$ cat config.mk
export PLATFORM = sky130hd
export DESIGN_NAME = cnn16_control_unit
export DESIGN_NICKNAME = d
export VERILOG_FILES = /design/src/rtl/cnn16_pkg.sv /design/src/rtl/cnn16_control_unit.sv
export SDC_FILE = /design/constraint.sdc
export NUM_CORES = 1
export LEC_CHECK = 0
export ABC_AREA = 1
export BUFFER_PORTS_ARGS = -buffer_cell sky130_fd_sc_hd__buf_2
export CAP_MARGIN = 5
export CORE_ASPECT_RATIO = 1.1
export CORE_UTILIZATION = 38
export CTS_BUF_LIST = sky130_fd_sc_hd__clkbuf_4 sky130_fd_sc_hd__clkbuf_8
export CTS_CLUSTER_DIAMETER = 150
export DETAILED_ROUTE_END_ITERATION = 8
export GPL_TIMING_DRIVEN = 0
export HOLD_SLACK_MARGIN = 0.15
export PLACE_DENSITY_LB_ADDON = 0.05
export RECOVER_POWER = 50
export SETUP_SLACK_MARGIN = 0.4
export SLEW_MARGIN = 20
export SYNTH_ARGS = -nofsm -noshare
export SYNTH_HDL_FRONTEND = slang
export SYNTH_SLANG_ARGS = --single-unit
$ cat constraint.sdc
create_clock -name clk -period 1.1 [get_ports clk]
set_input_delay 0 -clock clk [delete_from_list [all_inputs] [get_ports clk]]
set_output_delay 0 -clock clk [all_outputs]
set_load 0.05 [all_outputs]
$ cat src/rtl/cnn16_pkg.sv
// Shared constants and types for the CNN16 control unit: opcode values,
// datapath bus-source and ALU-operation codes, and the sequencer state enum.
package cnn16_pkg;

    localparam logic [3:0] OP_LDA = 4'h0;
    localparam logic [3:0] OP_STA = 4'h1;
    localparam logic [3:0] OP_ADD = 4'h2;
    localparam logic [3:0] OP_SUB = 4'h3;
    localparam logic [3:0] OP_JMP = 4'h4;
    localparam logic [3:0] OP_JZ  = 4'h5;
    localparam logic [3:0] OP_JN  = 4'h6;
    localparam logic [3:0] OP_LDX = 4'h7;
    localparam logic [3:0] OP_LDY = 4'h8;
    localparam logic [3:0] OP_HLT = 4'hF;

    localparam logic [4:0] BUS_DR   = 5'd0;
    localparam logic [4:0] BUS_AC   = 5'd1;
    localparam logic [4:0] BUS_PC   = 5'd3;
    localparam logic [4:0] BUS_MEM  = 5'd4;
    localparam logic [4:0] BUS_IR   = 5'd14;
    localparam logic [4:0] BUS_ZERO = 5'd31;

    // ALU operation codes, shared with alu_fpu_16bit
    localparam logic [3:0] ALU_PASS_B = 4'd0;
    localparam logic [3:0] ALU_ADD    = 4'd1;
    localparam logic [3:0] ALU_SUB    = 4'd2;

    typedef enum logic [2:0] {
        ST_IDLE,
        ST_FETCH0,
        ST_FETCH1,
        ST_DECODE,
        ST_EXEC0,
        ST_EXEC1,
        ST_HALT
    } state_e;

    // Opcodes 0x0..0x8 and 0xF are defined; 0x9..0xE are not.
    function automatic logic op_is_legal(input logic [3:0] op);
        return (op <= OP_LDY) || (op == OP_HLT);
    endfunction

endpackage

$ cat src/rtl/cnn16_control_unit.sv
// CNN16 hardwired fetch/decode/execute sequencer. Drives the datapath
// strobes as a Moore decode of the current state and the latched opcode.
// Optional build macro CNN16_SINGLE_STEP_EN adds step/step_mode inputs that
// hold the machine in FETCH0 until step is raised.
module cnn16_control_unit
    import cnn16_pkg::*;
#(
    parameter int HALT_ON_ILLEGAL = 0
) (
    input  logic        clk,
    input  logic        rst,
    input  logic        start,
`ifdef CNN16_SINGLE_STEP_EN
    input  logic        step,
    input  logic        step_mode,
`endif
    input  logic [15:0] IR_Value,
    input  logic        zero,
    input  logic        neg,
    output logic        AC_Load,
    output logic        DR_Load,
    output logic        IR_Load,
    output logic        XREG_Load,
    output logic        YREG_Load,
    output logic        PC_Load,
    output logic        AR_Load,
    output logic        PC_Inc,
    output logic [3:0]  alu_sel,
    output logic [4:0]  bus_sel,
    output logic        Zero_Check_En,
    output logic        neg_check_en,
    output logic        mem_we,
    output logic        busy,
    output logic        halted,
    output logic        illegal_op
);

    state_e     state_q, state_d;
    logic [3:0] opcode_q, opcode_d;
    logic       step_hold;

    // The address field is consumed by the datapath through the IR bus source.
    logic unused_addr;
    assign unused_addr = ^IR_Value[11:0];

`ifdef CNN16_SINGLE_STEP_EN
    assign step_hold = step_mode && !step;
`else
    assign step_hold = 1'b0;
`endif

    // Next-state and opcode-latch logic
    always_comb begin
        state_d  = state_q;
        opcode_d = opcode_q;
        unique case (state_q)
            ST_IDLE, ST_HALT: begin
                if (start) state_d = ST_FETCH0;
            end
            ST_FETCH0: begin
                if (!step_hold) state_d = ST_FETCH1;
            end
            ST_FETCH1: state_d = ST_DECODE;
            ST_DECODE: begin
                opcode_d = IR_Value[15:12];
                if (op_is_legal(IR_Value[15:12]))
                    state_d = ST_EXEC0;
                else
                    state_d = (HALT_ON_ILLEGAL != 0) ? ST_HALT : ST_FETCH0;
            end
            ST_EXEC0: begin
                case (opcode_q)
                    OP_LDA, OP_ADD, OP_SUB, OP_JZ, OP_JN: state_d = ST_EXEC1;
                    OP_HLT:                               state_d = ST_HALT;
                    default:                              state_d = ST_FETCH0;
                endcase
            end
            ST_EXEC1: state_d = ST_FETCH0;
            default:  state_d = ST_IDLE;
        endcase
    end

    // State and opcode registers; reset aborts any instruction in flight
    always_ff @(posedge clk) begin
        if (rst) begin
            state_q  <= ST_IDLE;
            opcode_q <= OP_LDA;
        end else begin
            state_q  <= state_d;
            opcode_q <= opcode_d;
        end
    end

    // Moore output decode; flags read in EXEC1 were sampled by the datapath in EXEC0
    always_comb begin
        AC_Load       = 1'b0;
        DR_Load       = 1'b0;
        IR_Load       = 1'b0;
        XREG_Load     = 1'b0;
        YREG_Load     = 1'b0;
        PC_Load       = 1'b0;
        AR_Load       = 1'b0;
        PC_Inc        = 1'b0;
        alu_sel       = ALU_PASS_B;
        bus_sel       = BUS_ZERO;
        Zero_Check_En = 1'b0;
        neg_check_en  = 1'b0;
        mem_we        = 1'b0;
        illegal_op    = 1'b0;
        busy          = (state_q != ST_IDLE) && (state_q != ST_HALT);
        halted        = (state_q == ST_HALT);
        unique case (state_q)
            ST_FETCH0: begin
                if (!step_hold) begin
                    bus_sel = BUS_PC;
                    AR_Load = 1'b1;
                end
            end
            ST_FETCH1: begin
                bus_sel = BUS_MEM;
                IR_Load = 1'b1;
                PC_Inc  = 1'b1;
            end
            ST_DECODE: begin
                bus_sel    = BUS_IR;
                AR_Load    = 1'b1;
                illegal_op = !op_is_legal(IR_Value[15:12]);
            end
            ST_EXEC0: begin
                case (opcode_q)
                    OP_LDA, OP_ADD, OP_SUB: begin
                        bus_sel = BUS_MEM;
                        DR_Load = 1'b1;
                    end
                    OP_STA: begin
                        bus_sel = BUS_AC;
                        mem_we  = 1'b1;
                    end
                    OP_JMP: begin
                        bus_sel = BUS_IR;
                        PC_Load = 1'b1;
                    end
                    OP_JZ: begin
                        bus_sel       = BUS_AC;
                        Zero_Check_En = 1'b1;
                    end
                    OP_JN: begin
                        bus_sel      = BUS_AC;
                        neg_check_en = 1'b1;
                    end
                    OP_LDX: begin
                        bus_sel   = BUS_MEM;
                        XREG_Load = 1'b1;
                    end
                    OP_LDY: begin
                        bus_sel   = BUS_MEM;
                        YREG_Load = 1'b1;
                    end
                    default: ;
                endcase
            end
            ST_EXEC1: begin
                case (opcode_q)
                    OP_LDA: begin
                        alu_sel = ALU_PASS_B;
                        AC_Load = 1'b1;
                    end
                    OP_ADD: begin
                        alu_sel = ALU_ADD;
                        AC_Load = 1'b1;
                    end
                    OP_SUB: begin
                        alu_sel = ALU_SUB;
                        AC_Load = 1'b1;
                    end
                    OP_JZ: begin
                        if (zero) begin
                            bus_sel = BUS_IR;
                            PC_Load = 1'b1;
                        end
                    end
                    OP_JN: begin
                        if (neg) begin
                            bus_sel = BUS_IR;
                            PC_Load = 1'b1;
                        end
                    end
                    default: ;
                endcase
            end
            default: ;
        endcase
    end

endmodule

==> results.md, run 1 <==
Status:
- The flow ran to the end, but the final reports show violations.
- The checks that failed: setup timing.

Place:
- After legalization and detailed placement, the total HPWL measured 1444 um.
- Routability-driven placement finished with a final weighted congestion of roughly 0.76.
- The number of buffer cells added on primary ports is 29.
- After detailed placement, the design holds a cell count of 162.

STA:
- The worst path in the final design needs a cycle of 1.507 ns, including I/O delays and setup.
- The worst hold slack across all endpoints is 0.04919 ns.
- Dividing the final minimum period by the clock period gives 137.0%.
- For this run, the top clock speed supported by timing is approximately 660 MHz.
- The clock skew after layout is approximately 0.0028 ns.
- In the post-route analysis, the smallest setup slack over all paths is -0.4068 ns.
- Setup repair after global routing could not meet its margin everywhere.
- The count of endpoints failing hold in the final timing report is 0.
- The final number of max-transition violations is 0.
- Setup violations remaining at the end of the flow were counted as 25.

Routing:
- The highest metal layer carrying signal wires in the routed design is met4.
- The detail route stage leaves a number of antenna-violating nets equal to 0.
- The average wire length per cell after detail routing is 15.51 um.
- The total wirelength of the detailed-routed design is around 2800 um.
- The count of TritonRoute iterations in the first routing pass is 4.
- After the first detailed-routing iteration, the DRC count stood at 33.
- The routed metal-1 wire length is 1036 um.
- The routed length on met3 is 174 um.
- For this run, design rule violations remaining after detail routing come to 0.
- The total number of vias is ~1000.
- The routed wire length on met2 is approximately 1500 um.
- The per-cell via count in the routed design is 5.602.

Min path:
- The worst min-delay path category is in -> reg.

Cells and area:
- The core occupancy in the finished layout is between 90% and 100%.
- The library cells used most frequently in the layout, excluding fill and tap cells, are sky130_fd_sc_hd__nor2_4, sky130_fd_sc_hd__nand2_1, sky130_fd_sc_hd__buf_4, sky130_fd_sc_hd__buf_6, sky130_fd_sc_hd__nand2_2.
- Cells with a size suffix above 1 make up 68.90% of the layout.
- Excluding fillers, the count of instances in the completed layout stands at 181.
- The final-layout fill cell count is roughly 70.
- The area added between synthesis and finish is 122.8%.
- The combined area of the multi-input logic cells is between 600 and 700 um2.
- The final net count is roughly 190.
- Summing all flip-flop and latch instances after layout gives 163.9 um2.
- The antenna cell count is 0.

Clocking:
- The clock reaches the later pin of the worst-skew pair after 0.25 ns.
- The clock sink count is 7.
- The CTS buffer count is 3.
- The hold-fix buffer count after cts is 2.
- The tree is rooted in a sky130_fd_sc_hd__clkbuf_4.
- The maximum number of buffers from clock root to sink is 2.
- The number of levels in the clock H-tree is 1.
- TritonCTS built the clock tree.
- Clock-pin slew was measured on the worst setup and hold paths at 0.05 ns.

Logic synthesis:
- The share of async-settable or async-resettable flops after synthesis is 0%.
- The portion of the post-synthesis area used by sequential elements is 21.83%.
- The predominant post-synthesis flop cell is sky130_fd_sc_hd__dfxtp_1.
- In this run, distinct cell masters in the synthesized netlist total 21.
- In this run, synthesis inferred 0 flip-flops with an integrated enable.
- The number of synthesis warnings is 0.
- The cell count after synthesis came out at 115.
- The post-synthesis cell area is about 640 um2.
- In this run the mean area of a mapped cell was 5.581 um2.
- The synthesized flop and latch total is 7.

Power:
- Across the VDD grid, the largest voltage drop is 0.0007452 V.
- The total power divided by cell area is 951.4 nW/um2.
- The leakage power is 0.0006063 uW.

Job:
- The tool flagged a number of max-cap violations equal to 0.

Global routing:
- The overall global routing resource usage is 27.64%.
- The overall overflow remaining after global route is 0.
- Entering global routing, the biggest net connects 11 pins.
- The initial antenna violation count came to 0.
- The wire length of the first global-routing pass is ~3400 um.
- The via count of the first global-routing pass came to 840.

Setup path:
- STA classifies the critical path startpoint as a flop.
- The critical path class is reg -> out.
- For the worst setup path, the data required time is 1.10 ns.
- The worst setup path is captured at an output port.
- Data on the critical path arrives at its endpoint at 1.51 ns.
- The maximum fanout along the worst path is 5.

Floorplanning:
- The row count is 15.
- The floorplan step defined a die boundary enclosing 1858 um2.
- The initial utilization of the core area, before any placement, comes to about two fifths.
- The chip width is 41.19 um.
- From bottom edge to top edge, the die measures between 40 and 50 um.
- The top-level port count is 44.
- The region available for standard cell placement spans 1577 um2.
[state kept, by name (all words and copies together), names as in the netlist]
register / flops
opcode_q: 4
state_q: 3
[repair_timing]
| item | CTS | global route |
|---|---|---|
| gates resized for setup | 76 | 16 |
| pin swaps | 8 | 6 |
| setup buffers | 9 | 4 |
| endpoints found under the hold margin | 6 | 5 |
| endpoints found under the setup margin | 28 | 28 |
[worst max-delay path: stages, from the launching register on]
cell	delay, ns
sky130_fd_sc_hd__dfxtp_4	0.41
sky130_fd_sc_hd__inv_4	0.05
sky130_fd_sc_hd__nor2_4	0.18
sky130_fd_sc_hd__nor2_2	0.11
sky130_fd_sc_hd__a21oi_2	0.25
sky130_fd_sc_hd__nand3_4	0.10
sky130_fd_sc_hd__buf_8	0.16
[metal layers]
layer	global-route usage [%]	vias up
li1	-	474
met1	30.15	467
met2	50.00	55
met3	3.448	18
met4	12.90	0
met5	0	-
[per-stage QoR]
step | setup slack (ns) | power (uW) | setup TNS, ns | instance area [um2]
CTS | -0.3282 | 1301 | -4.544 | 1348
global placement | -0.2688 | 903.7 | -2.438 | 980.9
finish | -0.4068 | 1361 | -5.892 | 1430
global route | -0.4560 | 1428 | -7.395 | 1430
floorplan | -0.4061 | 799.2 | -3.408 | 814.5
detailed placement | -0.3064 | 909.0 | -2.840 | 980.9
[path summary, 6_finish.rpt]
kind              slack [ns]         from  cells after the start          end
setup / recovery       -0.41   state_q[2]                      6   bus_sel[0]
setup reg to reg       -0.19  opcode_q[0]                      7   state_q[0]
hold / removal          0.05        start                      4   state_q[2]
hold reg to reg         0.57  opcode_q[2]                      2  opcode_q[2]
[cells in the mapped netlist, types with 2 or more instances]
| cell | number | share of area (%) |
|---|---|---|
| sky130_fd_sc_hd__a21oi_1 | 6 | 4.7 |
| sky130_fd_sc_hd__a31oi_1 | 2 | 1.9 |
| sky130_fd_sc_hd__buf_4 | 3 | 3.5 |
| sky130_fd_sc_hd__dfxtp_1 | 7 | 22 |
| sky130_fd_sc_hd__inv_1 | 14 | 8.2 |
| sky130_fd_sc_hd__inv_2 | 2 | 1.2 |
| sky130_fd_sc_hd__nand2_1 | 31 | 18 |
| sky130_fd_sc_hd__nand3_1 | 13 | 10 |
| sky130_fd_sc_hd__nor2_1 | 16 | 9.4 |
| sky130_fd_sc_hd__nor2_2 | 3 | 2.9 |
| sky130_fd_sc_hd__nor3_1 | 3 | 2.3 |
| sky130_fd_sc_hd__o21ai_0 | 6 | 4.7 |
[where the power goes]
part           internal (uW)  switching [uW]  total, uW
Clock                    163            94.7        258
Sequential               270            43.1        313
Combinational            275             515        790
Total                    708             653       1360
[kinds of logic after synthesis]
group / count (synthesis) / synth area share [%]
AO/OA/AOI/OAI: 18 / 16.38
buffers and inverters: 19 / 12.87
flip-flops: 7 / 21.83
other: 1 / 0.5842
AND/OR/NAND/NOR: 70 / 48.34
[final cells by class]
type                    instances  share of cell area [%]
well taps                      17                   1.487
flip-flops and latches          7                   11.46
inverters                      16                   5.949
plain buffers                   3                   2.100
repair buffers                 44                   29.13
clock buffers                   4                   2.100
multi-input cells              90                   47.77
No activity file was read; power rests on OpenSTA's default activity.
==> run 2, diff against run 1 <==
==> constraint.sdc (replaced) <==
create_clock -name clk -period 1.1 [get_ports clk]
set_input_delay 0.11 -clock clk [delete_from_list [all_inputs] [get_ports clk]]
set_output_delay 0.11 -clock clk [all_outputs]
set_load 0.05 [all_outputs]
==> run 2 against run 1 <==
The run still ends with setup timing left. Sequential cell count unchanged. Fmax decreased by 7.8%. Combinational power grew 0.8%. Worst setup slack lost 0.13 ns. Critical path depth is the same. Die area unchanged. Largest cell class unchanged.
==> results.md, run 2 (same netlist as run 1, synthesis figures left out) <==
Global routing:
- The via count of the first global-routing pass came to 829.
- The overall overflow remaining after global route is 0.
- The wire length of the first global-routing pass is approximately 3400 um.
- The initial antenna violation count is 0.
- Entering global routing, the biggest net connects 11 pins.
- The overall global routing resource usage is 27.45%.

Power:
- Cell internal power was estimated by the tool at 710.4 uW.
- Summed over all nets, the switching power comes to 653.1 uW.
- The combinational cell fraction of total power is around three fifths.
- The maximum vdd drop is 0.0007258 V.
- The switching part of the total power is 47.90%.
- The total power divided by cell area is 957.6 nW/um2.
- The share of total power dissipated in sequential elements is 22.9%.
- The relative contribution of the clock network to total power is 18.7%.
- The analysis attributes to cell leakage a power of 0.0006033 uW.

Cells and area:
- The area added between synthesis and finish is 121.8%.
- Leaving out fill and tap cells, the most frequent cells in the layout are sky130_fd_sc_hd__nor2_4, sky130_fd_sc_hd__nand2_1, sky130_fd_sc_hd__buf_4, sky130_fd_sc_hd__buf_6, sky130_fd_sc_hd__nand2_2.
- The non-filler instance count after layout is 180.
- The register with the most flip-flops in the layout has 4 of them.
- The largest registers in the layout are opcode_q x4, state_q x3.
- opcode_q holds more flip-flops than any other register.
- The final net count is 185.
- The antenna cell count is 0.
- The post-route netlist has roughly 69% of its cells at a drive strength greater than 1.

Routing:
- The count of TritonRoute iterations in the first routing pass is 4.
- The average wire length per cell after detail routing is 15.93 um.
- The DRC violation count after routing is 0.
- After the first detailed-routing iteration, the DRC count stood at 38.
- Using the TritonRoute via totals, the vias-per-cell ratio works out to roughly 5.6.
- The total number of vias is between 1000 and 1500.
- The count of nets left with antenna violations once routing finished came out at 0.
- The total wirelength of the detailed-routed design is 2868 um.

STA:
- The final number of max-transition violations was 0.
- After layout, the worst path uses 148.5% of the clock period.
- Across the routed clock network, the largest skew measured is 0.001749 ns.
- The setup violation total in the final timing report is 26.
- Setup repair after global routing could not meet its margin everywhere.
- The count of endpoints failing hold in the final timing report is 0.
- The worst-case setup margin in the final layout is -0.5337 ns.
- The highest clock rate is 612.1 MHz.
- The final critical delay including setup and external delays is 1.634 ns.
- The worst hold slack across all endpoints is 0.1287 ns.

Clocking:
- The clock sink count is 7.
- In this run the clock root is driven by a sky130_fd_sc_hd__clkbuf_4.
- The CTS buffer count is 3.
- The number of levels in the clock H-tree is 1.
- The maximum number of buffers from clock root to sink is 2.
- The clock latency reported for the late side of the worst-skew pair is 0.25 ns.
- After clock tree synthesis, the flow added hold-fix buffers numbering 1.
- TritonCTS built the clock tree.
- Clock-pin slew was measured on the worst setup and hold paths at 0.05 ns.

Min path:
- The tightest min-delay check is of the in -> reg type.

Floorplanning:
- The top-level port count is 44.
- After floorplanning, the core was sized to cover 1577 um2.
- The floorplan die height is 45.11 um.
- The chip width is 41.19 um.
- The die covers roughly 1900 um2.
- The initial utilization of the core area, before any placement, comes to 40.71%.
- The initialized floorplan defines 15 standard-cell rows.

Status:
- The flow ran to the end, but the final reports show violations.
- The final reports fail on setup timing.

Setup path:
- The delay of the slowest cell on the worst path is 0.41 ns.
- For this design, the slowest cell found on the critical path is sky130_fd_sc_hd__dfxtp_4.
- The maximum fanout along the worst path is 5.
- Data on the critical path arrives at its endpoint at approximately 1.5 ns.
- The required time of the critical path is 0.99 ns.
- The endpoint kind of the worst setup timing path is an output port.
- By startpoint and endpoint, the worst setup path is classified as reg -> out.
- The signal on the critical path passes through inv_4 > nor2_4 > nor2_2 > a21oi_2 > nand3_4 > buf_8.
- The launching element type of the critical path is a flop.

Place:
- The minimum setup slack after placement is -0.4164 ns.
- The number of buffer cells added on primary ports is 29.
- The number of placed instances, taps included is 162.
- The HPWL after detailed placement is approximately 1400 um.
- At the end of routability-driven placement, the weighted congestion stood at 0.7614.

Job:
- The max-cap violation count is 0.
[run 2: changes by cell type in the layout (fill, tap and decap cells not counted), sizes merged]
cell and delta:
dlygate4sd3 -1
[run 2: path summary, 6_finish.rpt]
check	from	cells past startpoint	to	slack, ns
max reg2reg	opcode_q[0]	7	state_q[0]	-0.22
max	state_q[2]	6	bus_sel[0]	-0.53
min reg2reg	opcode_q[2]	2	opcode_q[2]	0.57
min	IR_Value[12]	3	opcode_q[0]	0.13
[run 2: power groups by stage]
stage / registers, uW / logic, uW / clock network (uW)
finish: 313 / 796 / 255
global route: 315 / 833 / 281
CTS: 306 / 732 / 260
detailed placement: 308 / 601 / 0
global placement: 308 / 596 / 0
floorplan: 305 / 495 / 0
[run 2: layout make-up]
type,count,area [um2]
clock buffers,4,30.03
fillers,73,152.6
repair buffers,43,410.4
plain buffers,3,30.03
inverters,16,85.08
multi-input cells,90,683.2
well taps,17,21.27
flip-flops and latches,7,163.9
[run 2: worst max-delay path, delay by kind of cell, from the launching register on]
family | cells | cell delay (ns)
AOI/OAI and AO/OA | 1 | 0.26
buffers and inverters | 2 | 0.22
DFF | 1 | 0.41
and+or+nand+nor | 3 | 0.39
[run 2: routing by layer]
metal	vias up	global-route usage, %	share of wire [%]
li1	474	-	-
met1	462	30.46	37
met2	67	49.06	54
met3	12	3.448	6.1
met4	0	12.90	3.2
met5	-	0	0
[run 2: through the flow]
step | power, uW | TNS [ns] | utilization, % | instance area (um2)
finish | 1364 | -8.269 | 90.32 | 1424
global route | 1429 | -9.720 | 90.32 | 1424
CTS | 1298 | -6.812 | 84.84 | 1338
detailed placement | 909.0 | -4.888 | 62.22 | 980.9
global placement | 903.7 | -4.458 | 62.22 | 980.9
floorplan | 799.2 | -4.881 | - | 814.5
[run 2: repair_timing]
item / 4_1_cts / 5_1_grt
resized for setup: 76 / 16
setup buffers: 9 / 4
hold endpoints to repair: 2 / 1
endpoints found under the setup margin: 28 / 28
pin swaps: 8 / 6
